[src/rtl/subckt_eval_scheduler_if.sv]
// ----------------------------------------------------------------------------
// subckt_eval_scheduler_if : request, DUT-drive and response bundle
// Revision 1.0
// ----------------------------------------------------------------------------
`default_nettype none

interface subckt_eval_scheduler_if #(
  parameter int NUM_REQ = 4,
  parameter int IN_W    = 2,
  parameter int ID_W    = $clog2(NUM_REQ)
);
  logic [NUM_REQ-1:0]      req_valid;
  logic [NUM_REQ*IN_W-1:0] req_data;
  logic [NUM_REQ-1:0]      req_ready;
  logic [IN_W-1:0]         dut_in;
  logic                    dut_rst;
  logic                    dut_out;
  logic                    resp_valid;
  logic [ID_W-1:0]         resp_id;
  logic                    resp_data;
  logic                    resp_ready;

  // Environment side: requesters, the netlist under test and the result consumer.
  modport master (
    output req_valid, req_data, dut_out, resp_ready,
    input  req_ready, dut_in, dut_rst, resp_valid, resp_id, resp_data
  );

  // Scheduler side.
  modport slave (
    input  req_valid, req_data, dut_out, resp_ready,
    output req_ready, dut_in, dut_rst, resp_valid, resp_id, resp_data
  );
endinterface

`default_nettype wire

[src/rtl/subckt_eval_scheduler.sv]
// ----------------------------------------------------------------------------
// subckt_eval_scheduler : round-robin time-sharing of one clocked netlist
// Revision 1.0
// ----------------------------------------------------------------------------
`default_nettype none

module subckt_eval_scheduler #(
  parameter int NUM_REQ      = 4,
  parameter int IN_W         = 2,
  parameter int LATENCY      = 2,
  parameter int FLUSH_CYCLES = 1
) (
  input  logic                  I1470_clk,
  input  logic                  I1477_rst,
  subckt_eval_scheduler_if.slave bus
);
  localparam int ID_W = $clog2(NUM_REQ);

  typedef enum logic [1:0] {
    IDLE  = 2'd0,
    FLUSH = 2'd1,
    APPLY = 2'd2,
    RESP  = 2'd3
  } state_t;

  state_t          state;
  logic [ID_W-1:0] rr_ptr;
  logic [ID_W-1:0] id;
  logic [IN_W-1:0] vec;
  logic [2:0]      flush_cnt;
  logic [3:0]      apply_cnt;

  logic [ID_W-1:0]    cand;
  logic [ID_W-1:0]    grant_id;
  logic               grant_any;
  logic [NUM_REQ-1:0] grant;
  logic [IN_W-1:0]    grant_vec;

  // Search starts just after the last winner so every requester is served in turn.
  always_comb begin
    cand      = '0;
    grant_id  = '0;
    grant_any = 1'b0;
    grant     = '0;
    for (int k = 1; k <= NUM_REQ; k++) begin
      cand = ID_W'((int'(rr_ptr) + k) % NUM_REQ);
      if (!grant_any && bus.req_valid[cand]) begin
        grant_any = 1'b1;
        grant_id  = cand;
      end
    end
    if (state == IDLE && !I1477_rst && grant_any) begin
      grant[grant_id] = 1'b1;
    end
    grant_vec = bus.req_data[grant_id*IN_W +: IN_W];
  end

  assign bus.req_ready = grant;

  always_ff @(posedge I1470_clk) begin
    if (I1477_rst) begin
      state          <= IDLE;
      rr_ptr         <= ID_W'(NUM_REQ - 1);
      id             <= '0;
      vec            <= '0;
      flush_cnt      <= '0;
      apply_cnt      <= '0;
      bus.dut_in     <= '0;
      bus.dut_rst    <= 1'b1;
      bus.resp_valid <= 1'b0;
      bus.resp_id    <= '0;
      bus.resp_data  <= 1'b0;
    end else begin
      case (state)
        IDLE: begin
          bus.dut_rst <= 1'b0;
          bus.dut_in  <= '0;
          if (|grant) begin
            id          <= grant_id;
            rr_ptr      <= grant_id;
            vec         <= grant_vec;
            bus.dut_in  <= grant_vec;
            bus.dut_rst <= 1'b1;
            flush_cnt   <= 3'(FLUSH_CYCLES - 1);
            state       <= FLUSH;
          end
        end
        FLUSH: begin
          if (flush_cnt == 3'd0) begin
            bus.dut_rst <= 1'b0;
            apply_cnt   <= 4'(LATENCY - 1);
            state       <= APPLY;
          end else begin
            flush_cnt <= flush_cnt - 3'd1;
          end
        end
        APPLY: begin
          // Capture on the edge that closes the last stimulus cycle.
          if (apply_cnt == 4'd0) begin
            bus.resp_data  <= bus.dut_out;
            bus.resp_id    <= id;
            bus.resp_valid <= 1'b1;
            bus.dut_in     <= '0;
            state          <= RESP;
          end else begin
            apply_cnt <= apply_cnt - 4'd1;
          end
        end
        RESP: begin
          if (bus.resp_ready) begin
            bus.resp_valid <= 1'b0;
            state          <= IDLE;
          end
        end
        default: state <= IDLE;
      endcase
    end
  end

  logic unused_vec;
  assign unused_vec = ^vec;
endmodule

`default_nettype wire

[src/flat_wrapper.sv]
// flat-port wrapper written by rule: the top's interface ports become plain ports
module subckt_eval_scheduler_flat 
#(
  parameter int NUM_REQ      = 4,
  parameter int IN_W         = 2,
  parameter int LATENCY      = 2,
  parameter int FLUSH_CYCLES = 1
)
  (I1470_clk, I1477_rst, bus_req_valid, bus_req_data, bus_dut_out, bus_resp_ready, bus_req_ready, bus_dut_in, bus_dut_rst, bus_resp_valid, bus_resp_id, bus_resp_data);
  subckt_eval_scheduler_if #(.NUM_REQ(NUM_REQ), .IN_W(IN_W)) bus_i ();
  input  logic I1470_clk;
  input  logic I1477_rst;
  input wire logic [$bits(bus_i.req_valid)-1:0] bus_req_valid;
  input wire logic [$bits(bus_i.req_data)-1:0] bus_req_data;
  input wire logic [$bits(bus_i.dut_out)-1:0] bus_dut_out;
  input wire logic [$bits(bus_i.resp_ready)-1:0] bus_resp_ready;
  output wire logic [$bits(bus_i.req_ready)-1:0] bus_req_ready;
  output wire logic [$bits(bus_i.dut_in)-1:0] bus_dut_in;
  output wire logic [$bits(bus_i.dut_rst)-1:0] bus_dut_rst;
  output wire logic [$bits(bus_i.resp_valid)-1:0] bus_resp_valid;
  output wire logic [$bits(bus_i.resp_id)-1:0] bus_resp_id;
  output wire logic [$bits(bus_i.resp_data)-1:0] bus_resp_data;
  assign bus_i.req_valid = bus_req_valid;
  assign bus_i.req_data = bus_req_data;
  assign bus_i.dut_out = bus_dut_out;
  assign bus_i.resp_ready = bus_resp_ready;
  assign bus_req_ready = bus_i.req_ready;
  assign bus_dut_in = bus_i.dut_in;
  assign bus_dut_rst = bus_i.dut_rst;
  assign bus_resp_valid = bus_i.resp_valid;
  assign bus_resp_id = bus_i.resp_id;
  assign bus_resp_data = bus_i.resp_data;
  subckt_eval_scheduler #(.NUM_REQ(NUM_REQ), .IN_W(IN_W), .LATENCY(LATENCY), .FLUSH_CYCLES(FLUSH_CYCLES)) u_core (.I1470_clk(I1470_clk), .I1477_rst(I1477_rst), .bus(bus_i));
endmodule
[config.mk]
export PLATFORM = sky130hd
export DESIGN_NAME = subckt_eval_scheduler_flat
export DESIGN_NICKNAME = d
export VERILOG_FILES = /design/src/rtl/subckt_eval_scheduler_if.sv /design/src/rtl/subckt_eval_scheduler.sv /design/src/flat_wrapper.sv
export SDC_FILE = /design/constraint.sdc
export NUM_CORES = 1
export LEC_CHECK = 0
export BUFFER_PORTS_ARGS = -buffer_cell sky130_fd_sc_hd__buf_4
export CORE_MARGIN = 1.5
export CORE_UTILIZATION = 45
export CTS_CLUSTER_SIZE = 24
export DETAILED_ROUTE_END_ITERATION = 7
export PLACE_DENSITY = 0.73
export SLEW_MARGIN = 0
export SYNTH_ARGS = -nofsm -noshare
export SYNTH_HDL_FRONTEND = slang
export SYNTH_SLANG_ARGS = --single-unit
export TNS_END_PERCENT = 30
[constraint.sdc]
create_clock -name I1470_clk -period 2.9 [get_ports I1470_clk]
set_clock_uncertainty 0.05 [all_clocks]
set_input_delay 0.435 -clock I1470_clk [delete_from_list [all_inputs] [get_ports I1470_clk]]
set_output_delay 0.435 -clock I1470_clk [all_outputs]
set_load 0.1 [all_outputs]
# [Yosys cells after proc, flatten, opt, wreduce, memory -nomap -nowiden]
# Index checks and enable logic that the tools add are counted.
[word_totals] register_bits=20 in_bits=16 output_inout_bits=11 elab_cells=97
[classes] add_sub_neg=6 magnitude_cmp=6 n_eq_ne=9 shifts=1 mux=39 n_reduce_logical=26
[ops] cell="two-way mux 2 bit" count=10
[ops] cell="less-than comparator 2 x 3 -> 1 bit, second input constant" count=5
[ops] cell="two-way mux 1 bit" count=13
[ops] cell="two-way mux 4 bit" count=3
[ops] cell="AND reduction 3 bit" count=3
[ops] cell="binary-select mux 1 bit (select 2 bit)" count=4
[ops] cell="inequality test 2 bit, second input constant" count=4
[ops] cell="one-hot mux 2 bit (4 select lines)" count=1
[ops] cell="one-hot mux 4 bit (2 select lines)" count=1
[ops] cell="AND reduction 2 bit" count=4
[ops] cell="nonzero test 2 bit" count=4
[ops] cell="indexed part select 8 x 4 -> 2 bit" count=1
[ops] cell="logical AND 1 bit" count=6
[ops] cell="two-way mux 3 bit" count=2
[ops] cell="one-hot mux 3 bit (2 select lines)" count=1
[ops] cell="adder 2 x 1 -> 2 bit, second input constant" count=2
[ops] cell="adder 2 bit, second input constant" count=2
[ops] cell="== test 2 bit, second input constant" count=2
[ops] cell="zero test 1 bit" count=4
[ops] cell="zero test 4 bit" count=1
[ops] cell="inequality test 2 x 1 -> 1 bit, second input constant" count=2
[ops] cell="one-hot mux 1 bit (2 select lines)" count=2
[ops] cell="one-hot mux 2 bit (2 select lines)" count=1
[ops] cell="AND reduction 4 bit" count=1
[ops] cell="8 further kinds" count=8

# [Logic depth before layout (Yosys ltp)]
[logic_depth] word_depth=21 ltp_mapped=7 ltp_nobuf=7

# [Worst setup path before layout]
# Ideal clock, no wire load.
[synth_path] path_kind="flip-flop to output port" from="reg u_core.state[0]" to="out bus_req_ready[0]" arrival_ns=2.318 required_ns=2.415 slack_ns=0.097 stages_incl_launch_ff=8 n_path_buf=1 path_cell_list="dfxtp_1 inv_1 ha_1 nand2b_1 buf_4 nor2_1 nand2_1 nor2_1"
[synth_via] elab_chain_len=4
[synth_rtl] element="from (decl)" line="subckt_eval_scheduler.sv:26" rtl="state_t state;"
[synth_rtl] element="from (signal assigned)" line="subckt_eval_scheduler.sv:62" rtl="state <= IDLE;"
[synth_rtl] element="from (signal assigned)" line="subckt_eval_scheduler.sv:85" rtl="state <= FLUSH;"
[synth_rtl] element="from (signal assigned)" line="subckt_eval_scheduler.sv:92" rtl="state <= APPLY;"
[synth_rtl] element="zero test 2 bit" line="subckt_eval_scheduler.sv:52" rtl="if (state == IDLE && !I1477_rst && grant_any) begin"
[synth_rtl] element="logical AND 1 bit (2 in series)" line="subckt_eval_scheduler.sv:52"
[synth_rtl] element="two-way mux 4 bit" line="subckt_eval_scheduler.sv:52"
[synth_rtl] element="to (decl)" line="flat_wrapper.sv:17" rtl="output wire logic [$bits(bus_i.req_ready)-1:0] bus_req_ready;"
# No other way between the ends.

# [Worst setup path after layout]
[layout_path] from="reg u_core.state[0]" to="out bus_req_ready[1]"
# Same word-level chain as after synthesis.

==> impl_results.md <==
- GRT Total Usage: 18.67%
- TritonRoute pass-1 iters: 4
- Reg2reg path depth: 6
- Row cnt: 18
- Status: complete, no violations
- Largest net degree at the start of global routing: 19
- Clk buf depth: 2
- Worst Path Required: about 2.4 ns
- WL met1: 1.122 mm
- Tcrit/Tclk final: 87.83%
- Final number of setup-violating endpoints: 0
- Arr. time, crit path: 2.06 ns
- Die Ht: between 50 and 60 um
- Initial Util: 48.07%
- Core area: 2522 um^2
- Initial antenna violation count: 0
- Area growth, synth to finish: 18.16%
- Hold Path End: u_core.bus.resp_data
- Clk_lat worst skew: ~0.3 ns
- Met3 Wirelength: 124 um
- Largest cells by area after synthesis: dfxtp_1 (33%), ha_1 (8.3%), mux2i_1 (5.8%), nand2_1 (5.3%), nor2_1 (4.6%)
- Top_reg_cell synth: dfxtp_1
- H-tree depth: 1
- Final WL: around 2.6 mm
- Asr flop ratio synth: 0%
- Max incr delay on CP: 0.35 ns
- IO Count: 27
- Tightest Pin Transition: 0.5864 ns
- Hold_ws: between 0.3 and 0.4 ns
- Worst R2R Setup Slack: 1.05 ns
- Max-Slew Margin vs Limit: 60.91%
- Sum Neg Setup Slack: 0 ns
- Critical-path cell list: inv_1 > ha_1 > nand2b_1 > nor2_1 > nand2_1 > nor2_1 > buf_4
- First-pass GRT wire length: 4.098 mm
- N_diodes: 0
- Die footprint: around 3000 um^2
- Power Dens Cells: 1169 nW/um^2
- Vias per cell: 5.474
- Worst hold path class: in -> reg
- Number of flops mapped to enable cells by yosys: 0
- Uppermost layer routed: met4
- CTS tree: done
- Final Max Slew Viols: 0
- Multi-input logic area: 733.2 um^2
- Worst r2r src: u_core.state[0]
- Synth cell types: 43
- Startpoint Class: register
- Post-route ant nets: 0
- CTS root buf: clkbuf_4
- Via count: 1062
- FF+latch area: 400.4 um^2
- Clock tree sinks: 20
- Top cell type's share of synthesized area: 33.02%
- RSZ-0062 raised after global routing: no
- Die width: 54.91 um
- Syn Inst Count: 141
- Final Hold Fails: 0
- Routed len/inst: around 13 um
- Post-CTS Setup Inserts: 0
- Crit Path Category: reg -> out
- RR Endpoint: u_core.apply_cnt[3]
- Area leader, netlist: dfxtp_1
- Hold buffer count at CTS: 0
- Hold Crit Depth: 3
- 1st-iter DRT viols: 16
- Fillers: 244
- FMAX: 392.6 MHz
- Crit end category: primary output
- PostCTS Resize Cnt: 0
- Fin nets: 189
- CP max-delay cell: dfxtp_1
- Register area share after synthesis: 33.02%
- Num CTS Buffers: 3
- Syn Area/Cell: 8.599 um^2
- Met2 Routed Length: around 1.3 mm
- Syn Nets: 165
- Cell mode on critical path: nor2_1
- Share of layout cells above drive strength 1: 24.39%
- VDD IR max: 736.5 uV
- Mapped Area: 1212 um^2
- Synthesis-stage register bit count: 20
- I/O Buffers: 26
- Dpl hpwl: 2.008 mm
- Gr ovfl total: 0
- Static Leakage: 0.6168 nW
- Routability congestion estimate: approximately 0.73
- Hold path start: bus_dut_out
- DRC errors left: 0
- Fin crit period: 2.547 ns
- Clock transition at path regs: roughly 0.12 ns
- Max Cap Viol: 0
- Vias in the first global route: 1013
- Ys Warns: 0
- Critical path peak fanout: 9
## logic make-up (layout without fill, tap and decap cells)
family / after synthesis / after routing / share of synthesized area (%)
AND/OR/NAND/NOR: 51 / 51 / 20.95
AO/OA/AOI/OAI: 36 / 36 / 22.60
flip-flops: 20 / 20 / 33.02
buffers and inverters: 15 / 38 / 6.501
adder cells (fa/ha/maj): 8 / 8 / 8.256
multiplexers: 7 / 7 / 5.779
XOR/XNOR: 4 / 4 / 2.890
## flip-flops by register name (all words and copies together) (netlist names)
register               cells
u_core.rr_ptr              2
u_core.state               2
u_core.bus.dut_rst         1
u_core.apply_cnt           4
u_core.bus.resp_data       1
u_core.flush_cnt           3
u_core.bus.resp_valid      1
u_core.bus.dut_in          2
u_core.bus.resp_id         2
u_core.id                  2
## stage by stage
stage | instances | power [W] | setup slack, ns | util (%) | instance area, um^2
after global placement | 190 | 0.001475 | 0.7068 | 55.36 | 1396
after CTS | 194 | 0.001681 | 0.3473 | 56.80 | 1433
after global routing | 194 | 0.001786 | 0.2049 | 56.80 | 1433
after detailed placement | 190 | 0.001512 | 0.5772 | 55.36 | 1396
after floorplan | 141 | 0.001335 | 0.09661 | - | 1212
final | 194 | 0.001674 | 0.3530 | 56.80 | 1433
## critical path: cells and delay by family (launching register included)
family	cells	cell delay, ns
adders and majority gates	1	0.30
buffers and inverters	2	0.42
DFF	1	0.35
and+or+nand+nor	4	0.69
## cell usage in the layout, fill, tap and decap left out, types with 2 or more instances in the layout
master / n
a211oi_1: 2
a21oi_1: 5
a21oi_2: 2
a22oi_1: 2
buf_4: 26
clkbuf_4: 3
dfxtp_1: 20
ha_1: 8
inv_1: 8
mux2i_1: 7
nand2_1: 17
nand2b_1: 2
nand3_1: 4
nor2_1: 15
nor2b_1: 2
nor3_1: 2
nor3_2: 2
o2111ai_1: 3
o21ai_0: 4
o21ai_1: 3
o21bai_1: 2
o221ai_1: 3
xor2_1: 3
## worst max path at each step
stage / start / endpoint / slack (ns)
after CTS: u_core.state[0] / bus_req_ready[1] / 0.35
after global routing: u_core.state[0] / bus_req_ready[1] / 0.20
final: u_core.state[0] / bus_req_ready[1] / 0.35
after floorplan: u_core.state[0] / bus_req_ready[0] / 0.1
after detailed placement: bus_req_valid[3] / bus_req_ready[1] / 0.58
after global placement: bus_req_valid[3] / bus_req_ready[2] / 0.71
## routing by layer
layer | vias up | global-route usage [%]
met5 | - | 0
met4 | 0 | 7.317
met3 | 4 | 2.419
met2 | 29 | 34.52
met1 | 484 | 21.57
li1 | 545 | -
## report_power, final
group	switching [W]	total (W)	internal (W)
registers	0.0000762	0.000446	0.000370
clock network	0.0000896	0.000166	0.0000766
logic	0.000699	0.00106	0.000363
total	0.000865	0.00167	0.000810
## cells in the mapped netlist (2+ instances only)
| cell type | count |
|---|---|
| nand2_1 | 17 |
| o21ai_1 | 3 |
| nor2_1 | 15 |
| nor2b_1 | 2 |
| a21oi_2 | 2 |
| xor2_1 | 3 |
| dfxtp_1 | 20 |
| buf_2 | 3 |
| a22oi_1 | 2 |
| a21oi_1 | 5 |
| nand2b_1 | 2 |
| o21ai_0 | 4 |
| o2111ai_1 | 3 |
| mux2i_1 | 7 |
| ha_1 | 8 |
| nor3_1 | 2 |
| o221ai_1 | 3 |
| nand3_1 | 4 |
| buf_6 | 2 |
| inv_1 | 8 |
| nor3_2 | 2 |
| a211oi_1 | 2 |
| o21bai_1 | 2 |
## layout make-up
cell class | instances | share of cell area, %
repair buffers | 26 | 13.62
flip-flops and latches | 20 | 27.95
multi-input cells | 106 | 51.18
clock buffers | 4 | 2.533
well taps | 30 | 2.620
inverters | 8 | 2.096
(Power assumes the default switching activity.)
